--- config.mk ---
export PLATFORM = sky130hd
export DESIGN_NAME = hazard_scoreboard
export DESIGN_NICKNAME = d
export VERILOG_FILES = /design/src/rtl/mips_pkg.sv /design/src/rtl/hazard_scoreboard_md.sv /design/src/rtl/hazard_scoreboard.sv
export SDC_FILE = /design/constraint.sdc
export NUM_CORES = 1
export LEC_CHECK = 0
export CORE_MARGIN = 10
export CORE_UTILIZATION = 46
export CTS_BUF_LIST = sky130_fd_sc_hd__clkbuf_2
export DETAILED_ROUTE_END_ITERATION = 8
export GPL_TIMING_DRIVEN = 0
export PLACE_DENSITY_LB_ADDON = 0.08
export RECOVER_POWER = 25
export SKIP_LAST_GASP = 1
export SYNTH_ARGS = -nofsm -noshare
export SYNTH_HDL_FRONTEND = slang
export SYNTH_HIERARCHICAL = 1
export SYNTH_SLANG_ARGS = --single-unit
--- constraint.sdc ---
create_clock -name clk -period 4.2 [get_ports clk]
set_clock_uncertainty 0.2 [all_clocks]
set_input_delay 0.84 -clock clk [delete_from_list [all_inputs] [get_ports clk]]
set_output_delay 0.84 -clock clk [all_outputs]
set_load 0.02 [all_outputs]
--- src/rtl/mips_pkg.sv ---
// -----------------------------------------------------------------------------
// mips_pkg
// Shared definitions for the MIPS pipeline hazard logic.
//   FWD_RF / FWD_W / FWD_M : ALU operand forwarding selects (regfile, W, M).
//   REG_AW_DEF             : default register-address width.
//   fwd_sel()              : priority encoder for the Execute forwarding mux;
//                            the M-stage producer is younger, so it wins over W.
// -----------------------------------------------------------------------------
package mips_pkg;

    localparam int REG_AW_DEF = 5;

    localparam logic [1:0] FWD_RF = 2'b00;
    localparam logic [1:0] FWD_W  = 2'b01;
    localparam logic [1:0] FWD_M  = 2'b10;

    function automatic logic [1:0] fwd_sel(input logic hit_m, input logic hit_w);
        logic [1:0] sel;
        if (hit_m) begin
            sel = FWD_M;
        end else if (hit_w) begin
            sel = FWD_W;
        end else begin
            sel = FWD_RF;
        end
        return sel;
    endfunction

endpackage

--- src/rtl/hazard_scoreboard_md.sv ---
// -----------------------------------------------------------------------------
// md_scoreboard
// Busy tracker for the multi-cycle multiply/divide unit (HI/LO).
//   clk        in  pipeline clock, rising edge
//   reset      in  asynchronous active-low reset
//   md_start_e in  mult/div instruction in Execute this cycle
//   md_busy    out HI/LO result not yet valid
// After the edge that samples md_start_e the unit stays busy for exactly MD_LAT
// cycles. A new start reloads the counter even while busy.
// -----------------------------------------------------------------------------
module md_scoreboard
    import mips_pkg::*;
#(
    parameter int MD_LAT = 4
) (
    input  logic clk,
    input  logic reset,
    input  logic md_start_e,
    output logic md_busy
);

    localparam logic [3:0] MD_LAT_C = 4'(MD_LAT);

    logic [3:0] md_cnt_d;
    logic [3:0] md_cnt_q;

    // Next count: reload on start, otherwise count down to zero and hold.
    always_comb begin
        md_cnt_d = md_cnt_q;
        if (md_start_e) begin
            md_cnt_d = MD_LAT_C;
        end else if (md_cnt_q != 4'd0) begin
            md_cnt_d = md_cnt_q - 4'd1;
        end else begin
            md_cnt_d = md_cnt_q;
        end
    end

    // Counter register; reset aborts any in-flight busy window at once.
    always_ff @(posedge clk or negedge reset) begin
        if (!reset) begin
            md_cnt_q <= 4'd0;
        end else begin
            md_cnt_q <= md_cnt_d;
        end
    end

    assign md_busy = (md_cnt_q != 4'd0);

endmodule

--- src/rtl/hazard_scoreboard.sv ---
// -----------------------------------------------------------------------------
// hazard_scoreboard
// Forwarding, stall and flush generation for the F/D/E/M/W MIPS pipeline, plus
// the mult/div busy scoreboard and a saturating stall-cycle counter.
//   rs_d, rt_d                      in  Decode source registers
//   rs_e, rt_e                      in  Execute source registers
//   writereg_e/m/w, regwrite_e/m/w  in  destination register / write enable
//   memtoreg_e, memtoreg_m          in  load in E / M
//   branch_d, pcsrc_d, jump_d       in  branch, branch taken, jump in Decode
//   md_start_d, md_read_d           in  mult/div, mfhi/mflo in Decode
//   md_start_e                      in  mult/div in Execute
//   forward_ad, forward_bd          out Decode comparator forward from M
//   forward_ae, forward_be          out ALU operand select (FWD_RF/FWD_W/FWD_M)
//   stall_f, stall_d, flush_e       out pipeline stall (bubble into E)
//   flush_d                         out squash IF/ID on taken control transfer
//   md_busy                         out HI/LO not yet valid
//   stall_count                     out saturating count of stalled cycles
// Register 0 is hard-wired zero and never matches a producer.
// -----------------------------------------------------------------------------
module hazard_scoreboard
    import mips_pkg::*;
#(
    parameter int REG_AW   = REG_AW_DEF,
    parameter int MD_LAT   = 4,
    parameter int STALL_CW = 16
) (
    input  logic                clk,
    input  logic                reset,
    input  logic [REG_AW-1:0]   rs_d,
    input  logic [REG_AW-1:0]   rt_d,
    input  logic [REG_AW-1:0]   rs_e,
    input  logic [REG_AW-1:0]   rt_e,
    input  logic [REG_AW-1:0]   writereg_e,
    input  logic [REG_AW-1:0]   writereg_m,
    input  logic [REG_AW-1:0]   writereg_w,
    input  logic                regwrite_e,
    input  logic                regwrite_m,
    input  logic                regwrite_w,
    input  logic                memtoreg_e,
    input  logic                memtoreg_m,
    input  logic                branch_d,
    input  logic                pcsrc_d,
    input  logic                jump_d,
    input  logic                md_start_d,
    input  logic                md_read_d,
    input  logic                md_start_e,
    output logic                forward_ad,
    output logic                forward_bd,
    output logic [1:0]          forward_ae,
    output logic [1:0]          forward_be,
    output logic                stall_f,
    output logic                stall_d,
    output logic                flush_e,
    output logic                flush_d,
    output logic                md_busy,
    output logic [STALL_CW-1:0] stall_count
);

    localparam logic [REG_AW-1:0]   REG_ZERO  = '0;
    localparam logic [STALL_CW-1:0] CNT_MAX   = {STALL_CW{1'b1}};
    localparam logic [STALL_CW-1:0] CNT_ONE   = STALL_CW'(1);

    logic                md_busy_s;
    logic                lw_stall_s;
    logic                br_stall_s;
    logic                md_stall_s;
    logic                stall_s;
    logic [STALL_CW-1:0] stall_count_d;
    logic [STALL_CW-1:0] stall_count_q;

    md_scoreboard #(
        .MD_LAT (MD_LAT)
    ) u_md_scoreboard (
        .clk        (clk),
        .reset      (reset),
        .md_start_e (md_start_e),
        .md_busy    (md_busy_s)
    );

    // Forwarding selects; still driven while the pipeline is stalled.
    always_comb begin
        forward_ae = fwd_sel((rs_e != REG_ZERO) && regwrite_m && (writereg_m == rs_e),
                             (rs_e != REG_ZERO) && regwrite_w && (writereg_w == rs_e));
        forward_be = fwd_sel((rt_e != REG_ZERO) && regwrite_m && (writereg_m == rt_e),
                             (rt_e != REG_ZERO) && regwrite_w && (writereg_w == rt_e));
        forward_ad = (rs_d != REG_ZERO) && regwrite_m && (writereg_m == rs_d);
        forward_bd = (rt_d != REG_ZERO) && regwrite_m && (writereg_m == rt_d);
    end

    // Stall causes. A branch resolves in Decode, so it must wait for an ALU
    // producer still in E, or for a load still in M (its data is not ready).
    always_comb begin
        lw_stall_s = memtoreg_e && (writereg_e != REG_ZERO) &&
                     ((rs_d == writereg_e) || (rt_d == writereg_e));
        br_stall_s = branch_d &&
                     ((regwrite_e && (writereg_e != REG_ZERO) &&
                       ((writereg_e == rs_d) || (writereg_e == rt_d))) ||
                      (memtoreg_m && (writereg_m != REG_ZERO) &&
                       ((writereg_m == rs_d) || (writereg_m == rt_d))));
        // A start in E has not yet loaded the counter, so it counts as busy.
        md_stall_s = (md_start_d || md_read_d) && (md_busy_s || md_start_e);
        stall_s    = lw_stall_s || br_stall_s || md_stall_s;
    end

    // Pipeline control outputs; a stalled control transfer must not flush.
    always_comb begin
        stall_f = stall_s;
        stall_d = stall_s;
        flush_e = stall_s;
        flush_d = (pcsrc_d || jump_d) && !stall_s;
        md_busy = md_busy_s;
    end

    // Next stall count: one increment per stalled cycle, pinned at all-ones.
    always_comb begin
        stall_count_d = stall_count_q;
        if (stall_s && (stall_count_q != CNT_MAX)) begin
            stall_count_d = stall_count_q + CNT_ONE;
        end else begin
            stall_count_d = stall_count_q;
        end
    end

    // Stall-cycle counter register.
    always_ff @(posedge clk or negedge reset) begin
        if (!reset) begin
            stall_count_q <= '0;
        end else begin
            stall_count_q <= stall_count_d;
        end
    end

    assign stall_count = stall_count_q;

endmodule

==> results.sh, run 1 <==
export IMPL_synth_most_common_cell="xnor2_1"
export IMPL_die_area_sq_mm=0.006336
export IMPL_dr_pass1_iters=4
export IMPL_yosysWarnings=6
export IMPL_fmax_mhz=245.2
export IMPL_finalSetupViolCount=0
export IMPL_powerDensity_mw_per_mm2=331.6
export IMPL_wire_per_inst_microns=14.55
export IMPL_dp_hpwl_microns=3754
export IMPL_synthFlopType="dfrtp_1"
export IMPL_antenna_found_initial=0
export IMPL_floorplan_initialDensity_pct=48.21
export IMPL_grt_max_degree=21
export IMPL_place_inst=296
export IMPL_syn_area_per_cell_sq_um=9.028
export IMPL_core_area_sq_mm=0.003390
export IMPL_place_congestion=0.7637
export IMPL_grt_remaining_overflow=0
export IMPL_finalWirelength_microns=4351
export IMPL_grt_pass1_vias=1673
export IMPL_rrSetupSlack_ns=1.73
export IMPL_worstPathMaxFanout=7
export IMPL_fill_cells=260
export IMPL_fin_nets=306
export IMPL_status="completed"
export IMPL_period_share_pct=97.12
export IMPL_hp_start="stall_count[10]"
export IMPL_syn_nets=232
export IMPL_h_tree_depth=1
export IMPL_port_buffers=69
export IMPL_ys_types=35
export IMPL_instances_no_fill=299
export IMPL_synth_area_leaders="dfrtp_1 31%, xnor2_1 15%, xor2_1 14%, nor2_1 4.1%, nand3_1 3.1%"
export IMPL_leakage_nw=1.021
export IMPL_synthArstFlopShare_pct=100.0
export IMPL_n_antenna_cell=0
export IMPL_max_cap_violations=0
export IMPL_synth_edf_count=0
export IMPL_synth_top_area_cell="dfrtp_1"
export IMPL_min_path_cells=1
export IMPL_die_h_microns=79.60
export IMPL_min_to="stall_count[10]"
export IMPL_area_growth_syn_to_layout_pct=47.32
export IMPL_seqCellArea_sq_um=500.5
export IMPL_ioPinCount=75
export IMPL_rr_worst_depth=8
export IMPL_cts_root_buffer="clkbuf_2"
export IMPL_drv_slew=0
export IMPL_cts_tree="yes"
export IMPL_drt_initial_drc_count=83
export IMPL_worstSkewPairLatency_ns=0.30
export IMPL_synth_seq_cells=20
export IMPL_clock_sinks=20
export IMPL_syn_area_sq_mm=0.001634
export IMPL_synth_common_cells="28 x xnor2_1, 26 x xor2_1, 20 x dfrtp_1"
export IMPL_clk_pin_slew_ns=0.18
export IMPL_min_period_ns=4.079
export IMPL_cts_setup_buffers=0
export IMPL_setup_slack_ns=0.1210
export IMPL_worstReg2RegEnd="stall_count[1]"
export IMPL_cts_buffers=3
export IMPL_drc_errors=0
export IMPL_viasPerCell=5.187
export IMPL_synth_top_area_share_pct=30.63
export IMPL_hold_viol=0
export IMPL_cts_buffer_depth=2
export IMPL_drive_gt1_share_pct=7.510
export IMPL_multi_input_area_sq_mm=0.001060
export IMPL_die_x_microns=79.60
export IMPL_path_class="primary input to output pin"
export IMPL_dr_total_vias=1551
export IMPL_syn_instance_count=181
export IMPL_cp_arrival_ns=3.04
export IMPL_fp_row_count=21
export IMPL_hp_class="register to register"
export IMPL_detail_route_antenna_nets=0
export IMPL_setup_worst_path_start_class="primary input"
export IMPL_yosysSeqAreaShare_pct=30.63
export IMPL_crit_required_ns=3.16
export IMPL_rsz0062_at_grt="false"
export IMPL_regToRegStartpoint="u_md_scoreboard/md_cnt_q[0]"
export IMPL_postCtsHoldBufs=0
export IMPL_tightest_slew_ns=0.8754
export IMPL_grt_pass1_wl_microns=7176
export IMPL_slew_headroom_pct=41.45
export IMPL_end_kind="output pin"
export IMPL_vdd_drop_max_v=0.0001472
export IMPL_grt_usage_pct=13.69
export IMPL_dpl_worst_slack_ns=-0.1468
==> worst max-delay path, cell delays in order <==
cell	delay (ns)
clkdlybuf4s50_1	0.47
or4_1	0.53
nor2_1	0.13
a211oi_2	0.08
or3_1	0.36
buf_2	0.17
buf_4	0.14
dlygate4sd2_1	0.32
==> metal layers <==
metal | global-route usage [%] | wire length, microns | vias up
met3 | 6.982 | 534 | 4
met5 | 0 | 0 | -
met1 | 14.45 | 1717 | 717
li1 | - | - | 770
met4 | 3.763 | 42 | 0
met2 | 23.38 | 2056 | 60
==> cell type report <==
| type | count | share of cell area, % |
|---|---|---|
| well taps | 46 | 2.391 |
| plain buffers | 9 | 2.339 |
| inverters | 6 | 0.9356 |
| flip-flops and latches | 20 | 20.79 |
| multi-input cells | 146 | 44.02 |
| repair buffers | 69 | 28.90 |
| clock buffers | 3 | 0.6237 |
==> worst max-delay path by stage <==
| stage | slack (ns) | start | endpoint | cells after the start |
|---|---|---|---|---|
| finish | 0.12 | writereg_e[1] | stall_d | 8 |
| CTS | 0.02 | writereg_e[1] | flush_e | 7 |
| global route | 0.007 | writereg_e[1] | stall_d | 8 |
| detailed placement | -0.15 | writereg_e[1] | flush_d | 8 |
| global placement | -0.12 | writereg_e[2] | flush_d | 8 |
| floorplan | 0.68 | writereg_m[2] | flush_d | 7 |
==> through the flow <==
stage	util (%)	setup TNS [ns]	total power, mW	instance area, sq um	hold WS, ns
after floorplan	-	0	0.5444	1634	0.3444
after global placement	70.28	-0.3604	0.7300	2382	0.2743
after detailed placement	70.28	-0.3518	0.7374	2382	0.2719
after CTS	70.76	0	0.8062	2399	0.2963
after global routing	71.02	0	0.8582	2407	0.3104
final	71.02	0	0.7983	2407	0.2939
==> flip-flops by register name, summed over array words and instances (netlist names) <==
register / cells
u_md_scoreboard/md_cnt_q: 4
stall_count: 16
==> layout by cell type (no fill, tap or decap), drive strengths merged, types with 2 or more instances in the layout <==
cell type      instances
clkdlybuf4s50         61
xnor2                 28
xor2                  26
dfrtp                 20
nor2                  18
nand3                 10
nor3                   9
nand4                  8
buf                    7
nand2                  6
inv                    6
or4                    6
nor4                   5
nor2b                  5
clkbuf                 5
mux2                   4
and3                   3
ha                     3
dlymetal6s2s           3
o21ai                  2
dlygate4sd3            2
dlygate4sd2            2
a21oi                  2
==> cells by family (layout without fill, tap and decap cells) <==
family | count (synthesis) | count (layout) | share of synthesized area (%)
fa+ha+maj | 3 | 3 | 2.297
mux | 5 | 5 | 3.369
simple gates | 75 | 75 | 25.42
buf+inv | 15 | 87 | 4.824
flops | 20 | 20 | 30.63
xor+xnor | 54 | 54 | 28.94
compound gates | 9 | 9 | 4.518
==> power by group <==
group / switching [mW] / internal [mW] / leakage (nW)
registers: 0.0632 / 0.241 / 0.254
clock network: 0.0527 / 0.0195 / 0.0125
logic: 0.197 / 0.225 / 0.755
total: 0.313 / 0.485 / 1.02
==> what timing repair did <==
action / in CTS / in global routing
pin swaps: 0 / 0
endpoints found under the setup margin: 4 / 4
resized for setup: 4 / 4
Note: power is estimated with default switching activity, not from simulation.
==> run 2: changes to the inputs <==
Settings changed: SLEW_MARGIN from default to 15.
==> results of run 2 <==
The final DEF is identical to that of run 1; final timing and power are the same.
